## config.mk

```make
export PLATFORM = sky130hd
export DESIGN_NAME = wb_stage
export DESIGN_NICKNAME = d
export VERILOG_FILES = /design/src/rtl/wb_stage.sv
export SDC_FILE = /design/constraint.sdc
export NUM_CORES = 1
export LEC_CHECK = 0
export ABC_AREA = 1
export ABC_CLOCK_PERIOD_IN_PS = 4820
export CAP_MARGIN = 20
export CORE_UTILIZATION = 25
export CTS_CLUSTER_DIAMETER = 100
export DETAILED_ROUTE_END_ITERATION = 10
export GPL_ROUTABILITY_DRIVEN = 0
export REMOVE_ABC_BUFFERS = 1
export SLEW_MARGIN = 20
export SYNTH_ARGS = -nofsm -noshare
export SYNTH_HDL_FRONTEND = slang
export SYNTH_SLANG_ARGS = --single-unit
```

## constraint.sdc

```tcl
create_clock -name clk -period 4.82 [get_ports clk]
set_input_delay 1.446 -clock clk [delete_from_list [all_inputs] [get_ports clk]]
set_output_delay 1.446 -clock clk [all_outputs]
set_load 0.1 [all_outputs]
```

## src/rtl/wb_stage.sv

```systemverilog
// wb_stage -- write-back stage of the pipelined MIPS core.
//
// Takes retiring instructions from the EX/MEM boundary. ALU results go
// straight to the register-file write port. Loads wait in WAIT_MEM for
// memory read data, which is extracted and extended for sub-word loads.
// The wait has a bounded timeout. Each retiring write drives RegWrite
// for exactly one cycle.
//
// Handshake: an instruction is accepted on a rising edge where
// in_valid && in_ready. in_ready is low only while a load waits for
// memory. mem_rvalid is a one-cycle strobe that is looked at only in
// WAIT_MEM.
//
// Ports:
//   clk, rst          clock (rising edge); asynchronous active-high reset
//   in_valid/in_ready accept handshake from EX/MEM
//   in_RegWrite       instruction writes a register
//   in_MemtoReg       1 = load (data from memory), 0 = ALU result
//   in_wr_addr        destination register
//   in_alu_result     ALU result; byte address for loads
//   in_ld_type        000 lw, 001 lh, 010 lhu, 011 lb, 100 lbu, others lw
//   mem_rvalid        mem_rdata valid this cycle
//   mem_rdata         aligned word from data memory
//   RegWrite/WrAddr/WrData  registered register-file write port
//   busy              high while waiting on memory (pipeline stall)
//   err_align         sticky misaligned-load flag
//   err_timeout       sticky memory-timeout flag
//   retired_cnt       count of register writes performed (wraps)
//   state_dbg         current FSM state (0 IDLE, 1 WAIT_MEM, 2 WRITE)

module wb_stage #(
    parameter int MEM_TIMEOUT = 15
) (
    input  logic        clk,
    input  logic        rst,
    input  logic        in_valid,
    output logic        in_ready,
    input  logic        in_RegWrite,
    input  logic        in_MemtoReg,
    input  logic [4:0]  in_wr_addr,
    input  logic [31:0] in_alu_result,
    input  logic [2:0]  in_ld_type,
    input  logic        mem_rvalid,
    input  logic [31:0] mem_rdata,
    output logic        RegWrite,
    output logic [4:0]  WrAddr,
    output logic [31:0] WrData,
    output logic        busy,
    output logic        err_align,
    output logic        err_timeout,
    output logic [15:0] retired_cnt,
    output logic [1:0]  state_dbg
);

    typedef enum logic [1:0] {
        IDLE     = 2'd0,
        WAIT_MEM = 2'd1,
        WRITE    = 2'd2
    } state_t;

    // Counter value at which a cycle without rvalid ends the wait.
    localparam logic [7:0] TMO_LAST = 8'(MEM_TIMEOUT - 1);

    state_t      state;
    logic [7:0]  tmo_cnt;
    logic [4:0]  lat_addr;
    logic [1:0]  lat_off;
    logic [2:0]  lat_ld_type;

    logic [7:0]  ld_byte;
    logic [15:0] ld_half;
    logic [31:0] ld_data;
    logic        ld_misaligned;

    assign in_ready  = (state != WAIT_MEM);
    assign busy      = (state == WAIT_MEM);
    assign state_dbg = state;

    // Little-endian sub-word extraction from the aligned memory word.
    always_comb begin
        ld_half = lat_off[1] ? mem_rdata[31:16] : mem_rdata[15:0];
        case (lat_off)
            2'd0:    ld_byte = mem_rdata[7:0];
            2'd1:    ld_byte = mem_rdata[15:8];
            2'd2:    ld_byte = mem_rdata[23:16];
            default: ld_byte = mem_rdata[31:24];
        endcase

        ld_data       = mem_rdata;
        ld_misaligned = (lat_off != 2'd0);
        case (lat_ld_type)
            3'b001: begin
                ld_data       = {{16{ld_half[15]}}, ld_half};
                ld_misaligned = lat_off[0];
            end
            3'b010: begin
                ld_data       = {16'h0000, ld_half};
                ld_misaligned = lat_off[0];
            end
            3'b011: begin
                ld_data       = {{24{ld_byte[7]}}, ld_byte};
                ld_misaligned = 1'b0;
            end
            3'b100: begin
                ld_data       = {24'h000000, ld_byte};
                ld_misaligned = 1'b0;
            end
            default: ;  // lw, including the unused encodings
        endcase
    end

    always_ff @(posedge clk or posedge rst) begin
        if (rst) begin
            state       <= IDLE;
            tmo_cnt     <= 8'd0;
            lat_addr    <= 5'd0;
            lat_off     <= 2'd0;
            lat_ld_type <= 3'd0;
            RegWrite    <= 1'b0;
            WrAddr      <= 5'd0;
            WrData      <= 32'd0;
            err_align   <= 1'b0;
            err_timeout <= 1'b0;
            retired_cnt <= 16'd0;
        end else begin
            // The write enable is a single-cycle pulse; the count follows
            // the cycle in which the pulse was high.
            RegWrite <= 1'b0;
            if (RegWrite) begin
                retired_cnt <= retired_cnt + 16'd1;
            end

            case (state)
                IDLE, WRITE: begin
                    if (in_valid) begin
                        lat_addr    <= in_wr_addr;
                        lat_off     <= in_alu_result[1:0];
                        lat_ld_type <= in_ld_type;
                        if (!in_RegWrite) begin
                            state <= IDLE;
                        end else if (!in_MemtoReg) begin
                            state    <= WRITE;
                            // $0 still passes through WRITE but never writes.
                            RegWrite <= (in_wr_addr != 5'd0);
                            WrAddr   <= in_wr_addr;
                            WrData   <= in_alu_result;
                        end else begin
                            state   <= WAIT_MEM;
                            tmo_cnt <= 8'd0;
                        end
                    end else begin
                        state <= IDLE;
                    end
                end

                WAIT_MEM: begin
                    // Data arriving on the timeout edge takes priority.
                    if (mem_rvalid) begin
                        if (ld_misaligned) begin
                            err_align <= 1'b1;
                            state     <= IDLE;
                        end else begin
                            state    <= WRITE;
                            RegWrite <= (lat_addr != 5'd0);
                            WrAddr   <= lat_addr;
                            WrData   <= ld_data;
                        end
                    end else if (tmo_cnt == TMO_LAST) begin
                        err_timeout <= 1'b1;
                        state       <= IDLE;
                    end else begin
                        tmo_cnt <= tmo_cnt + 8'd1;
                    end
                end

                default: state <= IDLE;
            endcase
        end
    end

endmodule

```

; ---- Yosys cells after proc, flatten, opt, wreduce, memory -nomap -nowiden
; Cells that the tools add are included.
; W data, S select, Z words.
[word_totals]
reg_bits = 76
latch_bits = 0
ram_bits = 0
mem_bits_ro = 0
elab_cells = 82
mem_count = 0
[classes]
n_addsub = 2
multipliers = 0
n_div = 0
n_lt_le_gt_ge = 0
eq_ne = 19
n_shift = 0
n_mux = 35
bitwise = 1
reduce_logical = 14
[op_table]
columns = operator, n
row1 = $mux W32, 5
row2 = $pmux W32 S4, 1
row3 = $pmux W32 S2, 1
row4 = $mux W8, 5
row5 = $mux W5, 5
row6 = $pmux W8 S3, 1
row7 = $add A16 B1 Y16 const B, 1
row8 = $mux W16, 1
row9 = $ne A2 B2 Y1 const B, 8
row10 = $pmux W8 S2, 1
row11 = $mux W2, 6
row12 = $reduce_and A6 Y1, 2
row13 = $pmux W5 S2, 1
row14 = $reduce_bool A5 Y1, 2
row15 = $add A8 B1 Y8 const B, 1
row16 = $eq A8 B4 Y1 const B, 1
row17 = $eq A3 B2 Y1 const B, 2
row18 = $reduce_and A3 Y1, 2
row19 = $reduce_or A2 Y1, 3
row20 = $mux W1, 5
row21 = $eq A2 B1 Y1 const B, 2
row22 = $eq A2 B2 Y1 const B, 2
row23 = $logic_not A2 Y1, 2
row24 = $pmux W1 S2, 2
row25 = other kinds (8), 9

; ---- Depth between registers and ports, before layout
; Gate-level depths: netlist (run 1).
[logic_depth]
word_depth = 6
mapped_depth = 11
ltp_nobuf = 10

; ---- Least setup slack after synthesis (run 1)
; No wires, ideal clock.
[synth_path]
kind = register to output
from = register state[0] (netlist: state_dbg[0])
to = output port busy
arrival_time_ns = 2.509
t_required_ns = 3.374
slack_ns = 0.865
path_stages_with_launch = 5
path_cell_list = dfrtp_1 -> inv_1 -> nor2_2 -> buf_2 -> clkbuf_1
[synth_between]
elab_chain_len = 1
[synth_lines]
columns = item, line
row1 = "start, declared", 64  ; state_t state;
row2 = "start signal, assigned", 114  ; state <= IDLE;
row3 = "start signal, assigned", 140  ; state <= IDLE;
row4 = "start signal, assigned", 142  ; state <= WRITE;
row5 = $eq A2 B1 Y1, 76  ; assign busy = (state == WAIT_MEM);
row6 = "end, declared", 48  ; output logic busy,
; No other way between the ends.

; ---- Worst setup path after layout (run 1)
[layout_path]
from = register state[1] (netlist: state_dbg[1])
to = output port in_ready
[layout_between]
elab_chain_len = 1
[layout_lines]
columns = item, line
row1 = $ne A2 B1 Y1, 75  ; assign in_ready = (state != WAIT_MEM);
row2 = "end, declared", 37  ; output logic in_ready,
; No other way between the ends.

==> run summary, run 1 <==
The share of post-route cells with drive strength above 1 came out at 0.103. The final standard cell area without fillers came out at 6460 um2. After layout, the worst setup slack is 1210 ps. The placed instances occupy a cell area of 6140 um2. The count of synthesis-stage warnings from yosys is 0. The number of I/O port buffers came out at 137. Data arrives at the worst endpoint at 2160 ps. Once the clock tree was built, the resizer swapped 0 gates to a different size. The complex-gate fraction of the synthesized area came out at 0.0609.

The number of antenna violations at the first check in global routing is 0. For the worst-skew pair, the clock arrives at the later sink with an insertion delay of 350 ps. The post-synthesis share of cell area spent on and, or, nand and nor gates is 0.406. The count of antenna-violating nets left after detailed routing came out at 0. The tree is rooted in a sky130_fd_sc_hd__clkbuf_16. The first-pass GRT wire length came out at 22000 um. The repair_antennas step left the layout with diodes totalling 0. The final-report max-slew violation count is 0.

The startpoint identified for the worst hold timing path is WrAddr[2]$_DFFE_PP0P_. TritonCTS built the clock tree. In the synthesized netlist the async set-or-reset flop fraction comes to 1.00. The pin count of the biggest net entering global routing came out at 58. Headroom to the max-slew limit came out at 0.315. Before CTS, the worst setup slack after placement is 1400 ps. Dividing the synthesized area by the synthesized cell count gives 7.17 um2. The share of the yosys chip area belonging to registers is 0.412. The synthesis-to-finish area growth is 39.9%.

The worst setup path is of the reg2out kind. The maximum vdd drop came out at 280 uV. The setup fix buffers added after clock tree synthesis came out at 0.

The maximum root-to-sink buffer count came out at 2. The flow ran to the end, and the final reports show no timing, DRC or antenna violations. The path with the worst hold slack has its endpoint at WrAddr[2]$_DFFE_PP0P_.

The average detailed-routed wire length per instance came out at 14.4 um. The count of max-cap constraint violations came out at 0. The total core area came out at 18000 um2. The number of I/O pins came out at 138.

The design draws 3360 uW. The starting utilization of the core area is 0.256. Counting the buffers created by CTS gives 9.

Of the total synthesized cell area, the portion taken by full adders, half adders and majority gates is 0.00812. The synthesized netlist occupies a cell area of 4620 um2. Measured along the x axis, the die boundary spans 138 um. In this run, synthesis inferred 0 flip-flops with an integrated enable. The logic depth of the worst register-to-register path is 9. The endpoint identified for the worst register-to-register timing path is WrData[24]$_DFFE_PP0P_. The slack of the worst reg-to-reg path is 1860 ps. At the worst endpoint, the required time is 3370 ps.

The final hold slack came out at 473 ps. The worst setup path is captured at an output pin. The number of hold buffers added after CTS was 0. The leakage power figure came out at 0.00307 uW. Leaving out fill and tap cells, the most frequent cells in the layout are sky130_fd_sc_hd__nand2_1 (244), sky130_fd_sc_hd__clkdlybuf4s50_1 (136), sky130_fd_sc_hd__dfrtp_1 (76). The number of H-tree levels is 3. The number of core rows came out at 49. The number of hold violations in the final report is 0.

The total overflow reported by the global router came out at 0. In this run the worst setup path begins at state_dbg[1]$_DFFE_PP0P_. In this run the critical register-to-register path is launched from state_dbg[1]$_DFFE_PP0P_. The final critical path time including I/O delays and setup came out at 3610 ps. The number of global-route vias before repair is 4173. In the synthesized netlist the dominant register cell turns out to be sky130_fd_sc_hd__dfrtp_1. The fill cell instance count of the final layout came out at 1923. The wire-length estimate of the detail-placed layout is 9990 um. The class of the tightest hold or removal check is reg2reg. The clock transition time at the flip-flop clock pins of the worst setup and hold paths is 70 ps.

The power per cell area came out at 519 nW/um2. The cell count after synthesis came out at 644. After synthesis the netlist holds a flip-flop and latch count of 76. Synthesis instantiated 36 different standard cells from the library. Before antenna repair, the detailed router went through 5 iterations. The remaining routing DRC violations came out at 0.

The biggest fanout along the worst timing path is 57. The cell depth of the worst min-delay path is 2. At the pin with the least slew margin, the transition time is 1020 ps. At the end of the flow the core is filled with cells to 0.359. The most frequent standard cell in the layout excluding fill and tap cells is sky130_fd_sc_hd__nand2_1. The post-synthesis mux area share came out at 0.00244. Setup violations remaining at the end of the flow were counted as 0.

The final route contains 4473 vias. Of the available clock period, the critical path in the final layout requires 0.748. The die is 138 um tall. Setup repair after global routing left no endpoint under its margin. The total number of clock tree sinks came out at 76. The die covers 19000 um2.

In the global route stage, overall resource usage came out at 0.156. The clock tree skew after final layout came out at 8.99 ps. The number of DRC violations after detailed-routing iteration 0 is 260.

The sum of routed wire length over all layers is 14400 um. STA classifies the critical path startpoint as a flip-flop. The dominant combinational cell family by area after synthesis is simple AND/OR/NAND/NOR gates. The ratio of routed vias to standard cells came out at 4.46. The maximum clock rate is 277 MHz. Of the total synthesized cell area, the portion taken by XOR and XNOR cells is 0.0322. The net count of the finished layout is 849.
==> flip-flops by register name, summed over array words and instances, names as in the netlist, 2 cells and up <==
signal,cells
tmo_cnt,8
lat_addr,5
WrAddr,5
lat_ld_type,3
lat_off,2
retired_cnt,16
WrData,32
state_dbg,2
==> cell families after synthesis <==
group                      after synthesis
and+or+nand+nor                        415
muxes                                    1
xor gates and xnor gates                17
DFF                                     76
adders and majority gates                3
buffers and inverters                   80
AOI/OAI and AO/OA                       52
==> cells in the mapped netlist, types with 3 or more instances <==
| cell | number | share of area |
|---|---|---|
| sky130_fd_sc_hd__nand2_1 | 244 | 0.20 |
| sky130_fd_sc_hd__dfrtp_1 | 76 | 0.41 |
| sky130_fd_sc_hd__nor2_1 | 54 | 0.044 |
| sky130_fd_sc_hd__inv_1 | 49 | 0.040 |
| sky130_fd_sc_hd__nand3_1 | 46 | 0.050 |
| sky130_fd_sc_hd__or2_2 | 30 | 0.041 |
| sky130_fd_sc_hd__a21oi_1 | 25 | 0.027 |
| sky130_fd_sc_hd__o21ai_0 | 18 | 0.019 |
| sky130_fd_sc_hd__nand3_2 | 12 | 0.026 |
| sky130_fd_sc_hd__nand4_1 | 12 | 0.016 |
| sky130_fd_sc_hd__xor2_1 | 11 | 0.021 |
| sky130_fd_sc_hd__clkbuf_1 | 10 | 0.0081 |
| sky130_fd_sc_hd__buf_2 | 9 | 0.0097 |
| sky130_fd_sc_hd__nor3_1 | 6 | 0.0065 |
| sky130_fd_sc_hd__xnor2_1 | 6 | 0.011 |
| sky130_fd_sc_hd__buf_4 | 4 | 0.0065 |
| sky130_fd_sc_hd__buf_6 | 3 | 0.0073 |
| sky130_fd_sc_hd__ha_1 | 3 | 0.0081 |
| sky130_fd_sc_hd__inv_2 | 3 | 0.0024 |
| sky130_fd_sc_hd__nand2_2 | 3 | 0.0041 |
| sky130_fd_sc_hd__nand2_4 | 3 | 0.0073 |
| sky130_fd_sc_hd__o211ai_1 | 3 | 0.0049 |
==> power by group <==
part           switching [uW]  total, uW  internal (uW)
sequential                127        909            782
clock                     295        716            421
combinational            1320       1730            413
==> area by class of cell <==
| class | instances | area [um2] | share of cell area |
|---|---|---|---|
| well taps | 229 | 287 | 0.0443 |
| inverters | 53 | 203 | 0.0314 |
| repair buffers | 140 | 1400 | 0.217 |
| multi-input cells | 488 | 2360 | 0.365 |
| clock inverters | 6 | 70.1 | 0.0108 |
| clock buffers | 10 | 239 | 0.0370 |
| flip-flops and latches | 76 | 1900 | 0.294 |
==> routing by layer <==
metal / GRT usage / vias to the layer above / part of all wire
li1: - / 2275 / -
met1: 0.210 / 2026 / 0.45
met2: 0.243 / 151 / 0.45
met3: 0.0292 / 21 / 0.073
met4: 0.0676 / 0 / 0.022
met5: 0 / - / 0
==> critical path, stage by stage (launching register included) <==
cell and delay [ps]:
sky130_fd_sc_hd__dfrtp_1 440, sky130_fd_sc_hd__nor2_4 130, sky130_fd_sc_hd__buf_4 460, sky130_fd_sc_hd__inv_2 410, sky130_fd_sc_hd__buf_4 350
==> per-stage QoR <==
stage	cells	setup TNS [ps]
2_1_floorplan	617	-4800
3_3_place_gp	985	0
3_5_place_dp	985	0
4_1_cts	1001	0
5_1_grt	1002	0
6_report	1002	0
==> worst max-delay path by stage <==
| stage | end | cells after the start |
|---|---|---|
| 4_1_cts | in_ready | 4 |
| 3_3_place_gp | WrData[21]$_DFFE_PP0P_ | 8 |
| 3_5_place_dp | WrData[4]$_DFFE_PP0P_ | 8 |
| 2_1_floorplan | in_ready | 3 |
| 5_1_grt | in_ready | 4 |
| 6_report | in_ready | 4 |
Note: power is estimated with default switching activity, not from simulation.
==> run 2, diff against run 1 <==
- ABC_CLOCK_PERIOD_IN_PS: 4820 -> 3400
- clock period: 4.82 -> 3.4 ns (I/O delays scaled with it)
==> run 2 against run 1 <==
Sequential cell count did not move. Critical path depth rose by 4. Worst hold slack got worse by 1.6 ps. Sequential share of layout area rose by 0.37 points. Die area did not move. Routed wire length fell by 0.40%. Total power rose by 43%. Sequential power rose by 41%. Register-to-register slack got worse by 820 ps. Largest cell class unchanged. Combinational power rose by 39%. Via count rose by 0.16%.
==> run summary, run 2 (same netlist as run 1, synthesis figures left out) <==
The run finished with clean final reports. Row generation in the floorplan step produced 49 rows. The class of the tightest hold or removal check is reg2reg. The total number of nets in the final design is 852. The final-report max-slew violation count came out at 0. The clock transition time at the flip-flop clock pins of the worst setup and hold paths came out at 60 ps. The total overflow reported by the global router came out at 0. The maximum vdd drop is 463 uV. The total die area came out at 19000 um2. The quantity of hold-fixing buffers added after cts came out at 0. The total number of clock tree sinks came out at 76. At the pin with the least slew margin, the transition time is 925 ps.

The setup fix buffers added after clock tree synthesis is 0. The count of max-cap constraint violations came out at 0. Summing all non-filler instances in the final layout gives an area of 6380 um2. The library cell used most frequently in the layout, excluding fill and tap cells, is sky130_fd_sc_hd__nand2_1. The total number of vias came out at 4480. The maximum root-to-sink buffer count came out at 2. The number of antenna repair diodes is 0.

The count of antenna-violating nets left after detailed routing came out at 0. The number of antenna violations at the first check in global routing is 1. The sum of routed wire length over all layers is 14300 um.

In this run the critical register-to-register path is launched from state_dbg[0]$_DFFE_PP0P_. After detailed placement, the total cell area comes to 6040 um2. The period utilization is 0.713. The completed layout was analyzed and its total power is 4800 uW. The worst setup path is launched from an input port. The quantity of gates resized following cts came out at 0. The number of buffers added by the clock tree synthesis step is 9.

The clock tree skew after final layout is 7.05 ps. The number of I/O port buffers is 137. Dividing the detail-routed wire length by the instance count gives 14.3 um.

The power per cell area is 752 nW/um2. Data on the critical path is required at its endpoint by 3680 ps. In this run the most critical hold path is launched from WrAddr[0]$_DFFE_PP0P_.

The critical path startpoint is mem_rvalid. The maximum clock rate came out at 413 MHz. For this configuration, the core starts out at a cell density of 0.256. In this run the worst path has a maximum fanout of 21. The path type of the worst setup path is in2reg.

The source-to-sink clock delay at the later pin of the worst-skew pair is 340 ps. The worst path arrival time came out at 2700 ps. The remaining routing DRC violations came out at 0. The number of DRC violations after detailed-routing iteration 0 is 264. The detailed-routing iteration count for the pre-antenna-repair pass came out at 5.

The worst relative slew slack is 0.379. The number of global-route vias before repair came out at 4116. The ratio of routed vias to standard cells came out at 4.46. The pin count of the biggest net entering global routing is 57. The x dimension of the die is 138 um.

The endpoint type of the worst setup path is a flip-flop. The number of hold violations in the final report is 0. The final critical path time including I/O delays and setup is 2420 ps. The half-perimeter wire length after detailed placement is 10000 um. Of the cells placed in the final design, the portion with a size suffix greater than 1 is 0.182.

The register with the most flip-flops in the layout has 32 of them. The register name with the most flops is WrData. The library cell used as clock root buffer is sky130_fd_sc_hd__clkbuf_16. The largest registers in the layout are WrData: 32 flops, retired_cnt: 16 flops, tmo_cnt: 8 flops.

The number of H-tree levels is 3. The vertical die dimension is 138 um. The total core area is 18000 um2. In the layout the commonest cells are sky130_fd_sc_hd__nand2_1 (244), sky130_fd_sc_hd__clkdlybuf4s50_1 (77), sky130_fd_sc_hd__dfrtp_1 (76). From synthesis to final layout, the design area changed by 38.2%.

TritonCTS built the clock tree. The first-pass GRT wire length is 22200 um. In the global route stage, overall resource usage came out at 0.155.

The final setup violation count came out at 0. The number of I/O pins is 138. Summed over all cells, the static leakage comes to 0.00319 uW. Setup repair after global routing left no endpoint under its margin.
==> run 2: worst paths after layout <==
path	to	slack, ps	cells after the start
worst max-delay path	WrData[5]$_DFFE_PP0P_	980	8
worst min-delay path	WrAddr[0]$_DFFE_PP0P_	470	2
worst max register to register	tmo_cnt[1]$_DFFE_PP0P_	1040	7
worst min register to register	WrAddr[0]$_DFFE_PP0P_	470	2
max in group asynchronous	lat_ld_type[2]$_DFFE_PP0P_	1670	3
min in group asynchronous	WrData[26]$_DFFE_PP0P_	1070	2
==> run 2: power by group <==
group	internal (uW)	switching (uW)	total [uW]
clock network	719	399	1120
logic	530	1880	2410
registers	1110	168	1280
==> run 2: worst max-delay path, cell delays in order <==
cell and delay (ps):
sky130_fd_sc_hd__clkdlybuf4s50_1 450, sky130_fd_sc_hd__inv_1 60, sky130_fd_sc_hd__nor2_1 270, sky130_fd_sc_hd__nand3_4 120, sky130_fd_sc_hd__nand2_4 250, sky130_fd_sc_hd__buf_4 340
sky130_fd_sc_hd__nand3_1 110, sky130_fd_sc_hd__nand2_1 80
==> run 2: through the flow <==
stage | setup slack (ps) | setup TNS [ps] | util | std cells | hold WS [ps]
after detailed placement | 616 | 0 | 0.335 | 989 | 459
after global placement | 623 | 0 | 0.335 | 989 | 458
after global routing | 760 | 0 | 0.354 | 1005 | 495
after CTS | 972 | 0 | 0.354 | 1005 | 475
final | 977 | 0 | 0.354 | 1005 | 472
after floorplan | -1540 | -66640 | - | 617 | 476
==> run 2: routing by layer <==
metal  vias up  track usage  wire, um  share of wire
met4         2       0.0465       200          0.014
met1      2043        0.207      6550           0.46
li1       2288            -         -              -
met2       130        0.245      6490           0.45
met3        17       0.0380      1090          0.076
met5         -            0        11        0.00077
==> run 2: cell type report <==
cell class,count,area [um2]
Fill cell,1936,11600
Clock inverter,6,113
Inverter,53,203
Timing Repair Buffer,143,1290
Sequential cell,76,1900
Clock buffer,10,229
Tap cell,229,287
Multi-Input combinational cell,488,2360
